===== config.mk =====
export PLATFORM = sky130hd
export DESIGN_NAME = uart_bus_bridge_flat
export DESIGN_NICKNAME = d
export VERILOG_FILES = /design/src/rtl/uart_bus_bridge_pkg.sv /design/src/rtl/uart_bus_bridge_if.sv /design/src/rtl/uart_bus_bridge_timeout.sv /design/src/rtl/uart_bus_bridge.sv /design/src/flat_wrapper.sv
export SDC_FILE = /design/constraint.sdc
export NUM_CORES = 1
export LEC_CHECK = 0
export CAP_MARGIN = 20
export CORE_MARGIN = 4
export CORE_UTILIZATION = 50
export CTS_CLUSTER_DIAMETER = 100
export CTS_CLUSTER_SIZE = 40
export DETAILED_ROUTE_END_ITERATION = 8
export PLACE_DENSITY = 0.9
export SLEW_MARGIN = 20
export SYNTH_ARGS = -nofsm -noshare
export SYNTH_HDL_FRONTEND = slang
export SYNTH_SLANG_ARGS = --single-unit

===== constraint.sdc =====
create_clock -name clk -period 3.3 [get_ports clk]
set_clock_uncertainty 0.2 [all_clocks]
set_input_delay 0.33 -clock clk [delete_from_list [all_inputs] [get_ports clk]]
set_output_delay 0.33 -clock clk [all_outputs]
set_load 0.02 [all_outputs]

===== src/rtl/uart_bus_bridge_pkg.sv =====
// Shared types and constants for the UART-driven bus initiator.
// Frame checksum support is enabled by UART_BUS_BRIDGE_CHKSUM_EN.
package uart_bus_bridge_pkg;

   typedef enum logic [2:0] {
      IDLE,
      ADDR,
      DATA,
      CHK,
      BUS_WR,
      BUS_RD,
      TX_LOAD,
      TX_WAIT
   } state_t;

   localparam logic [7:0] CMD_WR   = 8'h57;
   localparam logic [7:0] CMD_RD   = 8'h52;
   localparam logic [7:0] NAK_BYTE = 8'h45;

   localparam int CNT_W = 2;

   function automatic logic [7:0] xor4(input logic [31:0] w);
      return w[31:24] ^ w[23:16] ^ w[15:8] ^ w[7:0];
   endfunction

endpackage


===== src/rtl/uart_bus_bridge_if.sv =====
// UART byte and peripheral bus signals seen by the bridge.
// master = bridge side, slave = UART/peripheral environment side.
interface uart_bus_bridge_if;

   logic [7:0]  rx_data;
   logic        rx_status;
   logic [7:0]  tx_data;
   logic        tx_ctrl;
   logic        tx_status;
   logic        rd;
   logic        wr;
   logic [31:0] addr;
   logic [31:0] wdata;
   logic [31:0] rdata;
   logic        busy;
   logic        err;

   modport master (
      input  rx_data, rx_status, tx_status, rdata,
      output tx_data, tx_ctrl, rd, wr, addr, wdata, busy, err
   );

   modport slave (
      output rx_data, rx_status, tx_status, rdata,
      input  tx_data, tx_ctrl, rd, wr, addr, wdata, busy, err
   );

endinterface


===== src/rtl/uart_bus_bridge_timeout.sv =====
// Inter-byte timeout counter: clr reloads zero, en lets it count,
// expired flags the last permitted cycle.
module bridge_timeout #(
   parameter int unsigned TIMEOUT_CYCLES = 1000000
) (
   input  logic clk,
   input  logic reset,
   input  logic clr,
   input  logic en,
   output logic expired
);

   localparam int W = $clog2(TIMEOUT_CYCLES + 1);
   localparam logic [W-1:0] LAST = W'(TIMEOUT_CYCLES - 1);

   logic [W-1:0] cnt;

   assign expired = en && (cnt == LAST);

   // count cycles since the last reload while enabled
   always_ff @(posedge clk or negedge reset) begin
      if (!reset)
         cnt <= '0;
      else if (clr)
         cnt <= '0;
      else if (en && !expired)
         cnt <= cnt + W'(1);
   end

endmodule


===== src/rtl/uart_bus_bridge.sv =====
// UART command frames in, single-word peripheral bus accesses out.
// Define UART_BUS_BRIDGE_CHKSUM_EN for XOR-checksummed frames and replies.
module uart_bus_bridge
   import uart_bus_bridge_pkg::*;
#(
   parameter int unsigned TIMEOUT_CYCLES = 1000000,
   parameter logic [7:0]  ACK_BYTE       = 8'h4B
) (
   input  logic            clk,
   input  logic            reset,
   uart_bus_bridge_if.master bus
);

   state_t             state;
   logic [CNT_W-1:0]   cnt;
   logic               cmd_wr;
   logic [31:0]        tx_buf;
   logic [2:0]         rem;
   logic               tx_low;
   logic               tmr_clr;
   logic               tmr_en;
   logic               expired;
`ifdef UART_BUS_BRIDGE_CHKSUM_EN
   logic [7:0]         csum;
`endif

   assign bus.busy = (state != IDLE);
   assign tmr_en   = (state inside {ADDR, DATA, CHK});
   assign tmr_clr  = bus.rx_status || !tmr_en;

   bridge_timeout #(
      .TIMEOUT_CYCLES(TIMEOUT_CYCLES)
   ) u_tmo (
      .clk     (clk),
      .reset   (reset),
      .clr     (tmr_clr),
      .en      (tmr_en),
      .expired (expired)
   );

   // frame decode, bus strobes and reply sequencing
   always_ff @(posedge clk or negedge reset) begin
      if (!reset) begin
         state       <= IDLE;
         cnt         <= '0;
         cmd_wr      <= 1'b0;
         tx_buf      <= '0;
         rem         <= '0;
         tx_low      <= 1'b0;
         bus.rd      <= 1'b0;
         bus.wr      <= 1'b0;
         bus.tx_ctrl <= 1'b0;
         bus.tx_data <= '0;
         bus.addr    <= '0;
         bus.wdata   <= '0;
         bus.err     <= 1'b0;
`ifdef UART_BUS_BRIDGE_CHKSUM_EN
         csum        <= '0;
`endif
      end else begin
         bus.rd      <= 1'b0;
         bus.wr      <= 1'b0;
         bus.tx_ctrl <= 1'b0;
         if (bus.rx_status &&
             (state inside {BUS_WR, BUS_RD, TX_LOAD, TX_WAIT}))
            bus.err <= 1'b1;
         unique case (state)
            IDLE: begin
               if (bus.rx_status) begin
                  if (bus.rx_data == CMD_WR ||
                      bus.rx_data == CMD_RD) begin
                     cmd_wr <= (bus.rx_data == CMD_WR);
                     cnt    <= '0;
                     state  <= ADDR;
`ifdef UART_BUS_BRIDGE_CHKSUM_EN
                     csum   <= bus.rx_data;
`endif
                  end else begin
                     bus.err <= 1'b1;
                  end
               end
            end
            ADDR: begin
               if (bus.rx_status) begin
                  bus.addr <= {bus.addr[23:0], bus.rx_data};
                  cnt      <= cnt + CNT_W'(1);
`ifdef UART_BUS_BRIDGE_CHKSUM_EN
                  csum     <= csum ^ bus.rx_data;
                  if (cnt == CNT_W'(3))
                     state <= cmd_wr ? DATA : CHK;
`else
                  if (cnt == CNT_W'(3)) begin
                     if (cmd_wr) begin
                        state <= DATA;
                     end else begin
                        state  <= BUS_RD;
                        bus.rd <= 1'b1;
                     end
                  end
`endif
               end else if (expired) begin
                  state   <= IDLE;
                  bus.err <= 1'b1;
               end
            end
            DATA: begin
               if (bus.rx_status) begin
                  bus.wdata <= {bus.wdata[23:0], bus.rx_data};
                  cnt       <= cnt + CNT_W'(1);
`ifdef UART_BUS_BRIDGE_CHKSUM_EN
                  csum      <= csum ^ bus.rx_data;
                  if (cnt == CNT_W'(3))
                     state <= CHK;
`else
                  if (cnt == CNT_W'(3)) begin
                     state  <= BUS_WR;
                     bus.wr <= 1'b1;
                  end
`endif
               end else if (expired) begin
                  state   <= IDLE;
                  bus.err <= 1'b1;
               end
            end
            CHK: begin
`ifdef UART_BUS_BRIDGE_CHKSUM_EN
               if (bus.rx_status) begin
                  if (bus.rx_data == csum) begin
                     if (cmd_wr) begin
                        state  <= BUS_WR;
                        bus.wr <= 1'b1;
                     end else begin
                        state  <= BUS_RD;
                        bus.rd <= 1'b1;
                     end
                  end else begin
                     bus.tx_data <= NAK_BYTE;
                     rem         <= '0;
                     bus.err     <= 1'b1;
                     state       <= TX_LOAD;
                  end
               end else if (expired) begin
                  state   <= IDLE;
                  bus.err <= 1'b1;
               end
`else
               state <= IDLE;
`endif
            end
            BUS_WR: begin
               bus.tx_data <= ACK_BYTE;
               rem         <= '0;
               state       <= TX_LOAD;
            end
            BUS_RD: begin
               bus.tx_data <= bus.rdata[31:24];
`ifdef UART_BUS_BRIDGE_CHKSUM_EN
               tx_buf      <= {bus.rdata[23:0], xor4(bus.rdata)};
               rem         <= 3'd4;
`else
               tx_buf      <= {bus.rdata[23:0], 8'h00};
               rem         <= 3'd3;
`endif
               state       <= TX_LOAD;
            end
            TX_LOAD: begin
               if (bus.tx_status) begin
                  bus.tx_ctrl <= 1'b1;
                  tx_low      <= 1'b0;
                  state       <= TX_WAIT;
               end
            end
            TX_WAIT: begin
               if (!bus.tx_status) begin
                  tx_low <= 1'b1;
               end else if (tx_low) begin
                  if (rem != '0) begin
                     bus.tx_data <= tx_buf[31:24];
                     tx_buf      <= tx_buf << 8;
                     rem         <= rem - 3'd1;
                     state       <= TX_LOAD;
                  end else begin
                     state <= IDLE;
                  end
               end
            end
         endcase
      end
   end

endmodule


===== src/flat_wrapper.sv =====
// flat-port wrapper written by rule: the top's interface ports become plain ports
module uart_bus_bridge_flat import uart_bus_bridge_pkg::*;
#(
   parameter int unsigned TIMEOUT_CYCLES = 1000000,
   parameter logic [7:0]  ACK_BYTE       = 8'h4B
)
  (clk, reset, bus_rx_data, bus_rx_status, bus_tx_status, bus_rdata, bus_tx_data, bus_tx_ctrl, bus_rd, bus_wr, bus_addr, bus_wdata, bus_busy, bus_err);
  uart_bus_bridge_if bus_i ();
  input  logic clk;
  input  logic reset;
  input wire logic [$bits(bus_i.rx_data)-1:0] bus_rx_data;
  input wire logic [$bits(bus_i.rx_status)-1:0] bus_rx_status;
  input wire logic [$bits(bus_i.tx_status)-1:0] bus_tx_status;
  input wire logic [$bits(bus_i.rdata)-1:0] bus_rdata;
  output wire logic [$bits(bus_i.tx_data)-1:0] bus_tx_data;
  output wire logic [$bits(bus_i.tx_ctrl)-1:0] bus_tx_ctrl;
  output wire logic [$bits(bus_i.rd)-1:0] bus_rd;
  output wire logic [$bits(bus_i.wr)-1:0] bus_wr;
  output wire logic [$bits(bus_i.addr)-1:0] bus_addr;
  output wire logic [$bits(bus_i.wdata)-1:0] bus_wdata;
  output wire logic [$bits(bus_i.busy)-1:0] bus_busy;
  output wire logic [$bits(bus_i.err)-1:0] bus_err;
  assign bus_i.rx_data = bus_rx_data;
  assign bus_i.rx_status = bus_rx_status;
  assign bus_i.tx_status = bus_tx_status;
  assign bus_i.rdata = bus_rdata;
  assign bus_tx_data = bus_i.tx_data;
  assign bus_tx_ctrl = bus_i.tx_ctrl;
  assign bus_rd = bus_i.rd;
  assign bus_wr = bus_i.wr;
  assign bus_addr = bus_i.addr;
  assign bus_wdata = bus_i.wdata;
  assign bus_busy = bus_i.busy;
  assign bus_err = bus_i.err;
  uart_bus_bridge #(.TIMEOUT_CYCLES(TIMEOUT_CYCLES), .ACK_BYTE(ACK_BYTE)) u_core (.clk(clk), .reset(reset), .bus(bus_i));
endmodule

==> impl_metrics.tcl <==
set metrics [dict create \
    outcome "complete, no violations" \
    numCtsBuffers 17 \
    track_usage_pct 21.9 \
    tightest_slew_ps 840 \
    row_count 38 \
    synth_seq_cells 130 \
    crit_path_end_kind "primary output" \
    root_buffer "clkbuf_16" \
    drt-initial-drc-count 401 \
    ys_types 50 \
    crit_type "flip-flop to primary output" \
    postSynthCellCount 518 \
    die_h_um 115 \
    place.detailed.hpwl_um 9250 \
    avgSynthCellArea_um2 11.1 \
    leakagePower_uw 0.00335 \
    initial_core_util_pct 51.9 \
    drive_above_1_share_pct 17.3 \
    hp-class "input pin to flip-flop" \
    cts_resized 0 \
    fin_crit_ps 2760 \
    place_congestion 0.826 \
    hold_viol_final 0 \
    nets 685 \
    n_fill_cell 745 \
    die_area_um2 13200 \
    r2r_slack_ps 710 \
    maxSlewHeadroom_pct 44.0 \
    vias 4464 \
    critPathLaunch "u_core.state[1]" \
    drv_slew 0 \
    critPathMaxFanout 28 \
    synthFlopType "dfrtp_1" \
    fin_crit_sh_pct 83.6 \
    cts_tree "built" \
    critPathLaunchType "flip-flop" \
    die_w_um 115 \
    viasPerCell 5.66 \
    synth_warnings 0 \
    numPortBuffers 120 \
    clk_latency_ps 410 \
    drv_cap 0 \
    area_delta_synth_final_pct 35.0 \
    grt_pass1_vias 4500 \
    h-tree-depth 4 \
    synth_edf_count 0 \
    rsz0062_at_grt "no" \
    routed_wl_um 14000 \
    ff2ff_path_depth 4 \
    drcViolationCount 0 \
    r2r-start "u_core.state[1]" \
    final_common_cell "dfrtp_1" \
    cts_setup_buffers 0 \
    fmax_ghz 0.363 \
    finalSetupViolations 0 \
    finalWorstSetupSlack_ps 541 \
    clk_pin_slew_ps 60 \
    crit-reg2reg-capture "u_core.u_tmo.cnt[3]" \
    ir_worst_vdd_uv 461 \
    synth_nets 566 \
    syn_area_um2 5730 \
    io_pins 121 \
    crit_arrival_ps 2230 \
    holdBufCountCts 1 \
    antenna_cells 0 \
    grt_start_max_net_pins 131 \
    antenna_found_initial 0 \
    cts.sinks 130 \
    dp_slack_ps 707 \
    grt_pass1_wl_um 22800 \
    final_cell_mix "130 x dfrtp_1, 119 x clkdlybuf4s50_1, 67 x nand2_1" \
    grt_overflow_total 0 \
    critPathCapture "bus_busy" \
    crit_required_ps 2770 \
    fin_util_pct 70.1 \
    antenna_left 0 \
    tns_ps 0 \
    yosysSeqAreaShare_pct 56.8 \
    core_area_um2 11000 \
    ys_async_sr_fraction_pct 100 \
    p_per_area_nw_per_um2 876 \
    clk_path_buf_depth 2 \
    wl_per_cell_um 17.8 \
    firstDrtPassIters 5 \
]
[kinds of logic after synthesis]
logic type | Yosys count | synth area share [%]
AND/OR/NAND/NOR | 184 | 16.0
flip-flops | 130 | 56.8
AO/OA/AOI/OAI | 87 | 9.52
multiplexers | 66 | 13.0
buffers and inverters | 39 | 2.62
XOR/XNOR | 8 | 1.22
adder cells (fa/ha/maj) | 4 | 0.874
[cell type report]
cell class | count | area, µm² | area share [%]
tap | 140 | 175 | 2.27
sequential | 130 | 3250 | 42.1
inverter | 11 | 41.3 | 0.534
timing repair buffer | 128 | 1270 | 16.5
clock inverter | 11 | 201 | 2.61
multi-input combinational | 349 | 2330 | 30.1
clock buffer | 20 | 457 | 5.91
[cells in the mapped netlist, types with 4 or more instances]
cell type	count	area, µm²
dfrtp_1	130	3250
nand2_1	67	251
mux2_2	65	732
nor2_1	43	161
a21oi_1	24	120
clkbuf_1	23	86.3
a31oi_1	21	131
nand3_1	16	80.1
o21ai_0	16	80.1
inv_1	11	41.3
or3_1	7	43.8
and3_1	6	37.5
nor2b_1	6	37.5
nor3_1	6	30.0
a211oi_1	5	37.5
nand3b_1	5	37.5
a22oi_1	4	30.0
ha_1	4	50.1
xnor2_1	4	35.0
xor2_1	4	35.0
[worst min path at each step]
stage	start	end	slack (ps)	cells after the start
after global placement	u_core.tx_buf[8]	u_core.tx_buf[8]	250	2
after floorplan	reset	u_core.bus.addr[0]	-170	0
final	bus_rdata[0]	u_core.tx_buf[8]	260	3
after global routing	bus_rdata[0]	u_core.tx_buf[8]	270	3
after detailed placement	u_core.tx_buf[8]	u_core.tx_buf[8]	260	2
after CTS	bus_rdata[0]	u_core.tx_buf[8]	260	3
[where the power goes]
| group | switching [µW] | leakage [µW] | internal, µW |
|---|---|---|---|
| sequential | 411 | 0.00168 | 2060 |
| clock | 703 | 0.000317 | 1380 |
| combinational | 1180 | 0.00136 | 1040 |
| total | 2290 | 0.00335 | 4490 |
[sequential cells by signal, summed over array words and instances, names as in the netlist]
register and flops:
u_core.bus.addr 32, u_core.bus.wdata 32, u_core.tx_buf 24, u_core.u_tmo.cnt 20
u_core.bus.tx_data 8, u_core.rem 3, u_core.state 3, u_core.cnt 2
u_core.bus.err 1, u_core.bus.rd 1, u_core.bus.tx_ctrl 1, u_core.bus.wr 1
u_core.cmd_wr 1, u_core.tx_low 1
[critical path: stages, from the launching register on]
cell             delay, ps
dfrtp_1                890
nor3_1                 190
inv_1                  100
clkdlybuf4s50_1        640
[through the flow]
step | instance area, µm² | cells | hold WS [ps] | total power (µW)
finish | 7730 | 789 | 262 | 6770
global route | 7730 | 789 | 269 | 7110
CTS | 7730 | 789 | 257 | 6800
detailed placement | 7060 | 757 | 257 | 4680
global placement | 7060 | 757 | 250 | 4550
floorplan | 5730 | 518 | -166 | 3690
[layer usage]
layer  track usage (%)  vias to the layer above  share of wire [%]
met3              4.74                       31                3.9
met1              27.9                     2233                 41
li1                  -                     2073                  -
met5                 0                        -                  0
met4              8.84                        0                2.4
met2              36.5                      127                 53
Power figures use the tool's default switching activity.
==> RTL edit (same settings) <==
Build with the macro `UART_BUS_BRIDGE_CHKSUM_EN` defined.
--- a/src/rtl/uart_bus_bridge.sv
+++ b/src/rtl/uart_bus_bridge.sv
@@ -1,5 +1,7 @@
 // UART command frames in, single-word peripheral bus accesses out.
 // Define UART_BUS_BRIDGE_CHKSUM_EN for XOR-checksummed frames and replies.
+`define UART_BUS_BRIDGE_CHKSUM_EN
+
 module uart_bus_bridge
    import uart_bus_bridge_pkg::*;
 #(
Behaviour: not the same (a bounded check fails within 10 cycles, from zero or initial values and one cycle with reset low).
==> RTL edit against the original RTL <==
Worst setup slack improved by 0.0093 ns; sequential cell count rose by 16; die area rose by 16%; power rose by 26%; cell count rose by 15%; wire length rose by 6.7%; synthesized area rose by 18%; sequential power rose by 25%; final area rose by 13%.
==> RTL edit: results (changes against the original RTL) <==
GRT
  • Largest net degree at the start of global routing: 65 (-50%)
  • First-pass GRT wire length: 24400 um (+7.4%)
  • GRT Total Usage: 20.3% (-1.6 points)
  • Initial antenna violation count: 0 (unchanged)

Synth
  • Top cell type's share of synthesized area: 54.2% (-2.6 points)
  • Top post-synthesis cells by count: 146 x dfrtp_1, 53 x mux2_2, 46 x nand2_1, 41 x xnor2_1, 40 x a21oi_1
  • Distinct cell type count after synthesis: 63 (+26%)
  • Ys async rst share: 100% (unchanged)
  • Post-synthesis sequential area ratio: 54.2% (-2.6 points)
  • Syn. warnings: 0 (unchanged)
  • Synth Flop Type: dfrtp_1
  • Ranking of synthesized cells by area: dfrtp_1 54%, mux2_2 8.9%, xnor2_1 5.3%, mux2i_1 4.5%, a21oi_1 3.0%
  • Synthesized net count: 646 (+14%)

Power
  • Part of the power in combinational logic: 39.7% (+7.0 points)
  • Peak supply drop: 0.445 mV (-3.4%)
  • Sw power: 3.05 mW (+33%)
  • Leakage power: 3.80 nW (+13%)

Worst hold path
  • Min-Delay Path Class: in2async

Timing
  • Slew HR: 39.0% (-4.9 points)

Clock network
  • CTS max path bufs: 2 (unchanged)
  • Clock root buffer: clkbuf_16
  • Worst-path clk slew: 0.06 ns (about the same)
  • CTS buffer count: 17 (unchanged)
  • Post-CTS setup buffers: 0 (unchanged)
  • Post-CTS sizing: 0 (unchanged)
  • H-Tree Depth: 4 (unchanged)
  • Clk_lat worst skew: 0.42 ns

Worst setup path
  • R2r endpoint: u_core.bus.err$_DFF_PN0_
  • Crit path capture: bus_busy
  • Crit path from: u_core.state[0]$_DFFE_PN0P_
  • Cells on worst reg2reg path: 5 (+1)
  • Worst Path Max Fanout: 21 (-25%)
  • R2r setup slk: 0.85 ns (+0.14 ns)
  • Worst flop-to-flop path startpoint: u_core.state[0]$_DFFE_PN0P_

Final layout
  • Share of layout cells above drive strength 1: 14.9% (-2.3 points)
  • Nets@finish: 765 (+12%)
  • N_diodes: 0 (unchanged)
  • Largest regs: u_core.bus.addr x32, u_core.bus.wdata x32, u_core.tx_buf x32

Placed design
  • # port buffers: 120 (unchanged)
  • RD Place Congestion: 0.868 (+5.1%)
  • Final HPWL DP: 10400 um (+13%)

Drt
  • Vias: 5015 (+12%)
  • Number of detailed-route iterations in the first pass: 5 (unchanged)
  • Final WL: 15000 um (+6.7%)
  • DR iter-0 viols: 312 (-22%)

Outcome
  • Status: completed
[RTL edit: cell count changes in the layout (fill, tap and decap cells not counted), sizes merged, moves of 5 or more]
cell and change:
and3 -5, mux2i +29, a31oi -20, o21ai +33, nor3 +5, nand2 -21, nor2b -5, xnor2 +37
dfrtp +16, nor2 -11, a21oi +16
[RTL edit: kinds of logic after synthesis]
group / synth area share, %
multiplexers: 15.1
adder cells (fa/ha/maj): 0.742
AND/OR/NAND/NOR: 10.7
XOR/XNOR: 5.98
buffers and inverters: 2.71
flip-flops: 54.2
AO/OA/AOI/OAI: 10.6
[RTL edit: power groups by stage]
stage	logic [mW]	clock network, mW	registers, mW
after floorplan	1.62	0	3.44
after global routing	3.72	2.18	3.17
final	3.39	2.07	3.08
after CTS	3.43	2.10	3.09
after global placement	3.27	0	3.04
after detailed placement	3.41	0	3.11
[RTL edit: area by class of cell]
type,instances,area [um^2]
Clock inverter,12,178
Tap cell,176,220
Sequential cell,146,3650
Clock buffer,20,467
Inverter,15,56.3
Timing Repair Buffer,130,1280
Multi-Input combinational cell,407,2910
Fill cell,993,4470
[RTL edit: per-stage QoR]
stage                     total power [mW]  setup slack [ns]  instance area, um^2  utilization (%)  cells
after floorplan                       5.07              1.12                 6740                -    598
after global routing                  9.06             0.416                 8770             66.2    906
after global placement                6.31             0.728                 8110             61.3    873
after CTS                             8.61             0.524                 8770             66.2    906
after detailed placement              6.51             0.713                 8110             61.3    873
final                                 8.54             0.551                 8770             66.2    906
[RTL edit: per-layer routing]
metal	wire length (um)	track usage [%]	share of wire (%)	vias up
met4	269	6.98	1.8	0
met5	0	0	0	-
li1	-	-	-	2369
met1	6240	25.2	42	2465
met3	988	6.54	6.6	26
met2	7450	33.5	50	155
[RTL edit: worst min-delay path by stage]
stage,endpoint,slack (ns),cells after the start
after floorplan,u_core.bus.addr[0]$_DFFE_PN0P_,-0.17,0
after global placement,u_core.bus.addr[21]$_DFFE_PN0P_,0.14,1
after detailed placement,u_core.bus.addr[21]$_DFFE_PN0P_,0.15,1
after CTS,u_core.bus.addr[21]$_DFFE_PN0P_,0.27,2
after global routing,u_core.bus.addr[21]$_DFFE_PN0P_,0.30,2
final,u_core.bus.addr[29]$_DFFE_PN0P_,0.24,2
[RTL edit: worst max-delay path, cell delays in order (launching register included)]
cell and delay (ns):
dfrtp_1 0.62, nor3_1 0.53, inv_1 0.09, clkdlybuf4s50_1 0.56
[RTL edit: repair_timing]
action,CTS,global route
hold buffers,1,0
hold endpoints to repair,61,0
setup endpoints to repair,0,0
